### config.mk
export PLATFORM = sky130hd
export DESIGN_NAME = ecg_frame_scheduler
export DESIGN_NICKNAME = d
export VERILOG_FILES = /design/src/rtl/ecg_frame_scheduler.sv
export SDC_FILE = /design/constraint.sdc
export NUM_CORES = 1
export LEC_CHECK = 0
export CAP_MARGIN = 5
export CORE_MARGIN = 2
export CORE_UTILIZATION = 38
export DETAILED_ROUTE_END_ITERATION = 10
export GPL_TIMING_DRIVEN = 0
export PLACE_DENSITY = 0.63
export SYNTH_ARGS = -nofsm -noshare
export SYNTH_HDL_FRONTEND = slang
export SYNTH_SLANG_ARGS = --single-unit
### constraint.sdc
create_clock -name clk -period 3 [get_ports clk]
set_clock_uncertainty 0.1 [all_clocks]
set_input_delay 0.3 -clock clk [delete_from_list [all_inputs] [get_ports clk]]
set_output_delay 0.3 -clock clk [all_outputs]
set_load 0.005 [all_outputs]
### src/rtl/ecg_frame_scheduler.sv
// ecg_frame_scheduler: frame sequencer for the ECG datapath.
// Walks one frame through LOAD (sample capture), FILT (stage-by-stage
// filter walk) and FETCH (result readout), then pulses frame_done.
// Optional feature macro: ECG_SCHED_CONTINUOUS_EN -- when defined, DONE
// re-enters LOAD directly so frames run back-to-back without start.
module ecg_frame_scheduler #(
  parameter int ADDR_W    = 12,
  parameter int FRAME_LEN = 4096,
  parameter int STAGES    = 6
) (
  input  logic              clk,
  input  logic              rst_n,
  input  logic              start,
  input  logic              in_valid,
  output logic              in_ready,
  output logic              wr_en,
  output logic [ADDR_W-1:0] addra,
  output logic [ADDR_W-1:0] addrb,
  output logic [2:0]        stage_sel,
  output logic              stage_en,
  output logic [ADDR_W-1:0] rd_addr,
  output logic              rd_valid,
  input  logic              rd_ready,
  output logic              busy,
  output logic              frame_done,
  output logic              overrun
);

  typedef enum logic [2:0] {
    S_IDLE  = 3'd0,
    S_LOAD  = 3'd1,
    S_FILT  = 3'd2,
    S_FETCH = 3'd3,
    S_DONE  = 3'd4
  } state_t;

  localparam logic [ADDR_W-1:0] LAST_ADDR = ADDR_W'(FRAME_LEN - 1);
  localparam logic [2:0]        LAST_STG  = 3'(STAGES - 1);

  state_t            state, state_nx;
  logic [ADDR_W-1:0] addra_q, addra_nx;
  logic [ADDR_W-1:0] rd_q, rd_nx;
  logic [2:0]        stg_q, stg_nx;
  logic              ovr_q, ovr_nx;

  // State and counter registers; reset returns everything to a quiet IDLE.
  always_ff @(posedge clk) begin
    if (!rst_n) begin
      state   <= S_IDLE;
      addra_q <= '0;
      rd_q    <= '0;
      stg_q   <= '0;
      ovr_q   <= 1'b0;
    end else begin
      state   <= state_nx;
      addra_q <= addra_nx;
      rd_q    <= rd_nx;
      stg_q   <= stg_nx;
      ovr_q   <= ovr_nx;
    end
  end

  // Next-state / counter update and strobe decode from the registered state.
  always_comb begin
    state_nx   = state;
    addra_nx   = addra_q;
    rd_nx      = rd_q;
    stg_nx     = stg_q;
    ovr_nx     = ovr_q;
    in_ready   = (state == S_LOAD);
    stage_en   = (state == S_FILT);
    rd_valid   = (state == S_FETCH);
    frame_done = (state == S_DONE);
    busy       = (state != S_IDLE);
    wr_en      = in_valid & in_ready;

    case (state)
      S_IDLE: begin
        // Only an accepted start clears the sticky overrun flag.
        if (start) begin
          state_nx = S_LOAD;
          addra_nx = '0;
          ovr_nx   = 1'b0;
        end
      end
      S_LOAD: begin
        if (in_valid) begin
          if (addra_q == LAST_ADDR) begin
            state_nx = S_FILT;
            addra_nx = '0;
            stg_nx   = '0;
          end else begin
            addra_nx = addra_q + 1'b1;
          end
        end
      end
      S_FILT: begin
        // Inner loop over stages, outer loop over samples.
        if (stg_q == LAST_STG) begin
          stg_nx = '0;
          if (addra_q == LAST_ADDR) begin
            state_nx = S_FETCH;
            addra_nx = '0;
            rd_nx    = '0;
          end else begin
            addra_nx = addra_q + 1'b1;
          end
        end else begin
          stg_nx = stg_q + 1'b1;
        end
      end
      S_FETCH: begin
        if (rd_ready) begin
          if (rd_q == LAST_ADDR) begin
            state_nx = S_DONE;
            rd_nx    = '0;
          end else begin
            rd_nx = rd_q + 1'b1;
          end
        end
      end
      S_DONE: begin
`ifdef ECG_SCHED_CONTINUOUS_EN
        state_nx = S_LOAD;
        addra_nx = '0;
`else
        state_nx = S_IDLE;
`endif
      end
      default: state_nx = S_IDLE;
    endcase

    // A sample arriving while the sample BRAM is not being loaded is lost.
    if (busy && (state != S_LOAD) && in_valid)
      ovr_nx = 1'b1;
  end

  assign addra     = addra_q;
  assign addrb     = (addra_q == '0) ? '0 : addra_q - 1'b1;
  assign stage_sel = stg_q;
  assign rd_addr   = rd_q;
  assign overrun   = ovr_q;

endmodule

==> metrics.txt <==
outcome=finished, final reports clean; final setup vio count=0; Antenna Diode Count=0; number of synthesized register bits=31; drt drc=0; Die X=77.3 um; crit path DAT=2.48 ns; clk sink count=31; Final Worst Setup Slack=0.116 ns; first-pass GRT wire length=9880 um; Iter 0 DRT Violations=157; Yosys cell types=46; max-slew violations=0; Synth async-reset ratio=0%; mapped cell area=2040 um2; FP Rows=26; Post-CTS Setup Bufs=0; Final Power=1150 uW; hold_buf cts=0; CP required=2.60 ns; Most used DFF post-synth=dfxtp_1; drt first pass iters=4; vias in the first global route=2009; Via Count=2251; CTS tree=done; RSZ-0062 raised after global routing=false; CP Max Fanout=7; worst reg-to-reg path cell count=6; hold crit path type=in2reg; area of the multi-input gates=1330 um2; register area=623 um2; Initial Util=39.7%; Synth-to-Final Area Change=34.6%; antenna violations before repair=0; Worst-Skew Late Latency=0.29 ns; dpl cell area=2620 um2; I/O Buffers=49; Pleak=0.000987 uW; period utilization=96.1%; gr usage total=20.1%; I/O pin count=51; dpl hpwl=4170 um; syn nets=291; critical path endpoint category=output port; H-tree levels=2; Via density=5.50; share of cells above drive strength 1=7.37%; WHS Path Cells=3; setup TNS=0 ns; Avg WL per Cell=14.3 um; Synth Instances=282; Placer Congestion=0.872; Yosys Warn Count=0; CTS Buf Count=5; P per Cell Area=418 nW/um2; maximum vdd drop=195 uV; hold slack=0.354 ns; Synth Area per Inst=7.23 um2; Antenna Nets Post-Route=0; max-cap violations=0; slew at the pin closest to its max-slew limit=0.977 ns; final hold vios=0; Longest Clk Path Bufs=2; DRT Wirelength=5860 um; Slew headroom=34.3%; Fillers=516; fmax=347 MHz; Reg clk slew, reported paths=0.07 ns; global route overflow=0; layout net count=347; Post-Place Setup Slack=0.0758 ns; Post-synth EDFFs=0; Crit Path Class=reg2out; Final Instance Area=2750 um2; Die Y-Extent=77.3 um; element type at the critical path start=register; DIE AREA=5970 um2; core area=5140 um2; root buf cell=clkbuf_8; pin count of the biggest net entering global routing=13; Period minus WS final=2.88 ns; sequential area share after synthesis=30.4%
==> cell usage after synthesis, types with 2 or more instances <==
| cell type | instances | area, um2 |
|---|---|---|
| a211oi_1 | 3 | 22.5 |
| or2_2 | 2 | 12.5 |
| and3_1 | 4 | 25.0 |
| nand2_1 | 27 | 101 |
| a32o_1 | 2 | 20.0 |
| nor3_1 | 12 | 60.1 |
| o2bb2ai_1 | 2 | 17.5 |
| dfxtp_1 | 31 | 621 |
| o311ai_0 | 2 | 17.5 |
| nor4_1 | 6 | 37.5 |
| o31ai_1 | 2 | 15.0 |
| xnor2_1 | 5 | 43.8 |
| o32ai_1 | 2 | 17.5 |
| nand3_1 | 13 | 65.1 |
| inv_1 | 7 | 26.3 |
| o21ai_0 | 19 | 95.1 |
| a31oi_1 | 2 | 12.5 |
| nand2b_1 | 2 | 12.5 |
| nand4_1 | 8 | 50.1 |
| buf_2 | 3 | 15.0 |
| or4_1 | 4 | 30.0 |
| and2_1 | 2 | 12.5 |
| or3_1 | 9 | 56.3 |
| o22ai_1 | 7 | 43.8 |
| ha_1 | 4 | 50.1 |
| nor2b_1 | 3 | 18.8 |
| a21o_1 | 2 | 15.0 |
| o21a_1 | 2 | 15.0 |
| and4_1 | 3 | 26.3 |
| nor2_1 | 29 | 109 |
| clkbuf_1 | 16 | 60.1 |
| a21oi_1 | 33 | 165 |
==> power breakdown <==
| part | leakage, uW | switching, uW | internal, uW |
|---|---|---|---|
| combinational | 0.000695 | 202 | 180 |
| sequential | 0.000251 | 11.2 | 421 |
| clock | 0.0000412 | 171 | 162 |
| total | 0.000987 | 384 | 763 |
==> final cells by class <==
type / count / share of cell area [%]
sequential: 31 / 22.7
buffer: 20 / 3.37
clock inverter: 2 / 0.456
clock buffer: 6 / 2.64
tap: 70 / 3.19
inverter: 7 / 0.957
timing repair buffer: 50 / 18.3
multi-input combinational: 223 / 48.4
==> cell usage in the layout (no fill, tap or decap), types with 7 or more instances in the layout <==
master	count
dfxtp_1	29
or3_1	8
nor3_1	11
nand4_1	8
o21ai_0	19
clkbuf_1	16
nand3_1	13
o22ai_1	7
nand2_1	27
clkdlybuf4s50_1	47
nor2_1	29
a21oi_1	33
inv_1	7
==> worst max-delay path, stage by stage, from the launching register on <==
cell	delay, ns
dfxtp_2	0.36
or4_4	0.56
or3_4	0.38
nor4_4	0.21
buf_4	0.20
nor2_1	0.04
clkdlybuf4s50_1	0.45
==> state kept, by name, summed over array words and instances, names as in the netlist <==
register	count
addra	12
rd_addr	12
stage_sel	3
state	3
overrun	1
==> kinds of logic after synthesis <==
logic type	Yosys count	share of synthesized area, %
adder cells (fa/ha/maj)	4	2.45
XOR/XNOR	6	2.58
AND/OR/NAND/NOR	130	34.0
multiplexers	1	0.552
buffers and inverters	28	5.89
flip-flops	31	30.4
AO/OA/AOI/OAI	82	24.0
==> routing by layer <==
layer | vias up | track usage, % | share of wire (%)
met1 | 1020 | 28.5 | 50
li1 | 1156 | - | -
met2 | 65 | 30.9 | 44
met3 | 10 | 3.53 | 4.8
met4 | 0 | 6.43 | 1.3
met5 | - | 0 | 0
==> what timing repair did <==
action,CTS,global route
resized for setup,5,7
endpoints found under the setup margin,12,11
gates cloned,0,1
pin swaps,0,1
==> per-stage QoR <==
stage | utilization, % | instances
6_report | 53.4 | 409
5_1_grt | 53.4 | 409
4_1_cts | 52.9 | 408
3_5_place_dp | 50.9 | 401
3_3_place_gp | 50.9 | 401
2_1_floorplan | - | 282
==> final timing paths <==
path	slack (ns)	start	to
hold reg to reg	0.36	overrun$_SDFFE_PN0P_	overrun$_SDFFE_PN0P_
setup reg to reg	0.55	addra[0]$_SDFFE_PN0P_	rd_addr[10]$_SDFFE_PN0P_
setup / recovery	0.12	addra[7]$_SDFFE_PN0P_	addrb[0]
hold / removal	0.35	rst_n	addra[11]$_SDFFE_PN0P_
No activity file was read; power rests on OpenSTA's default activity.
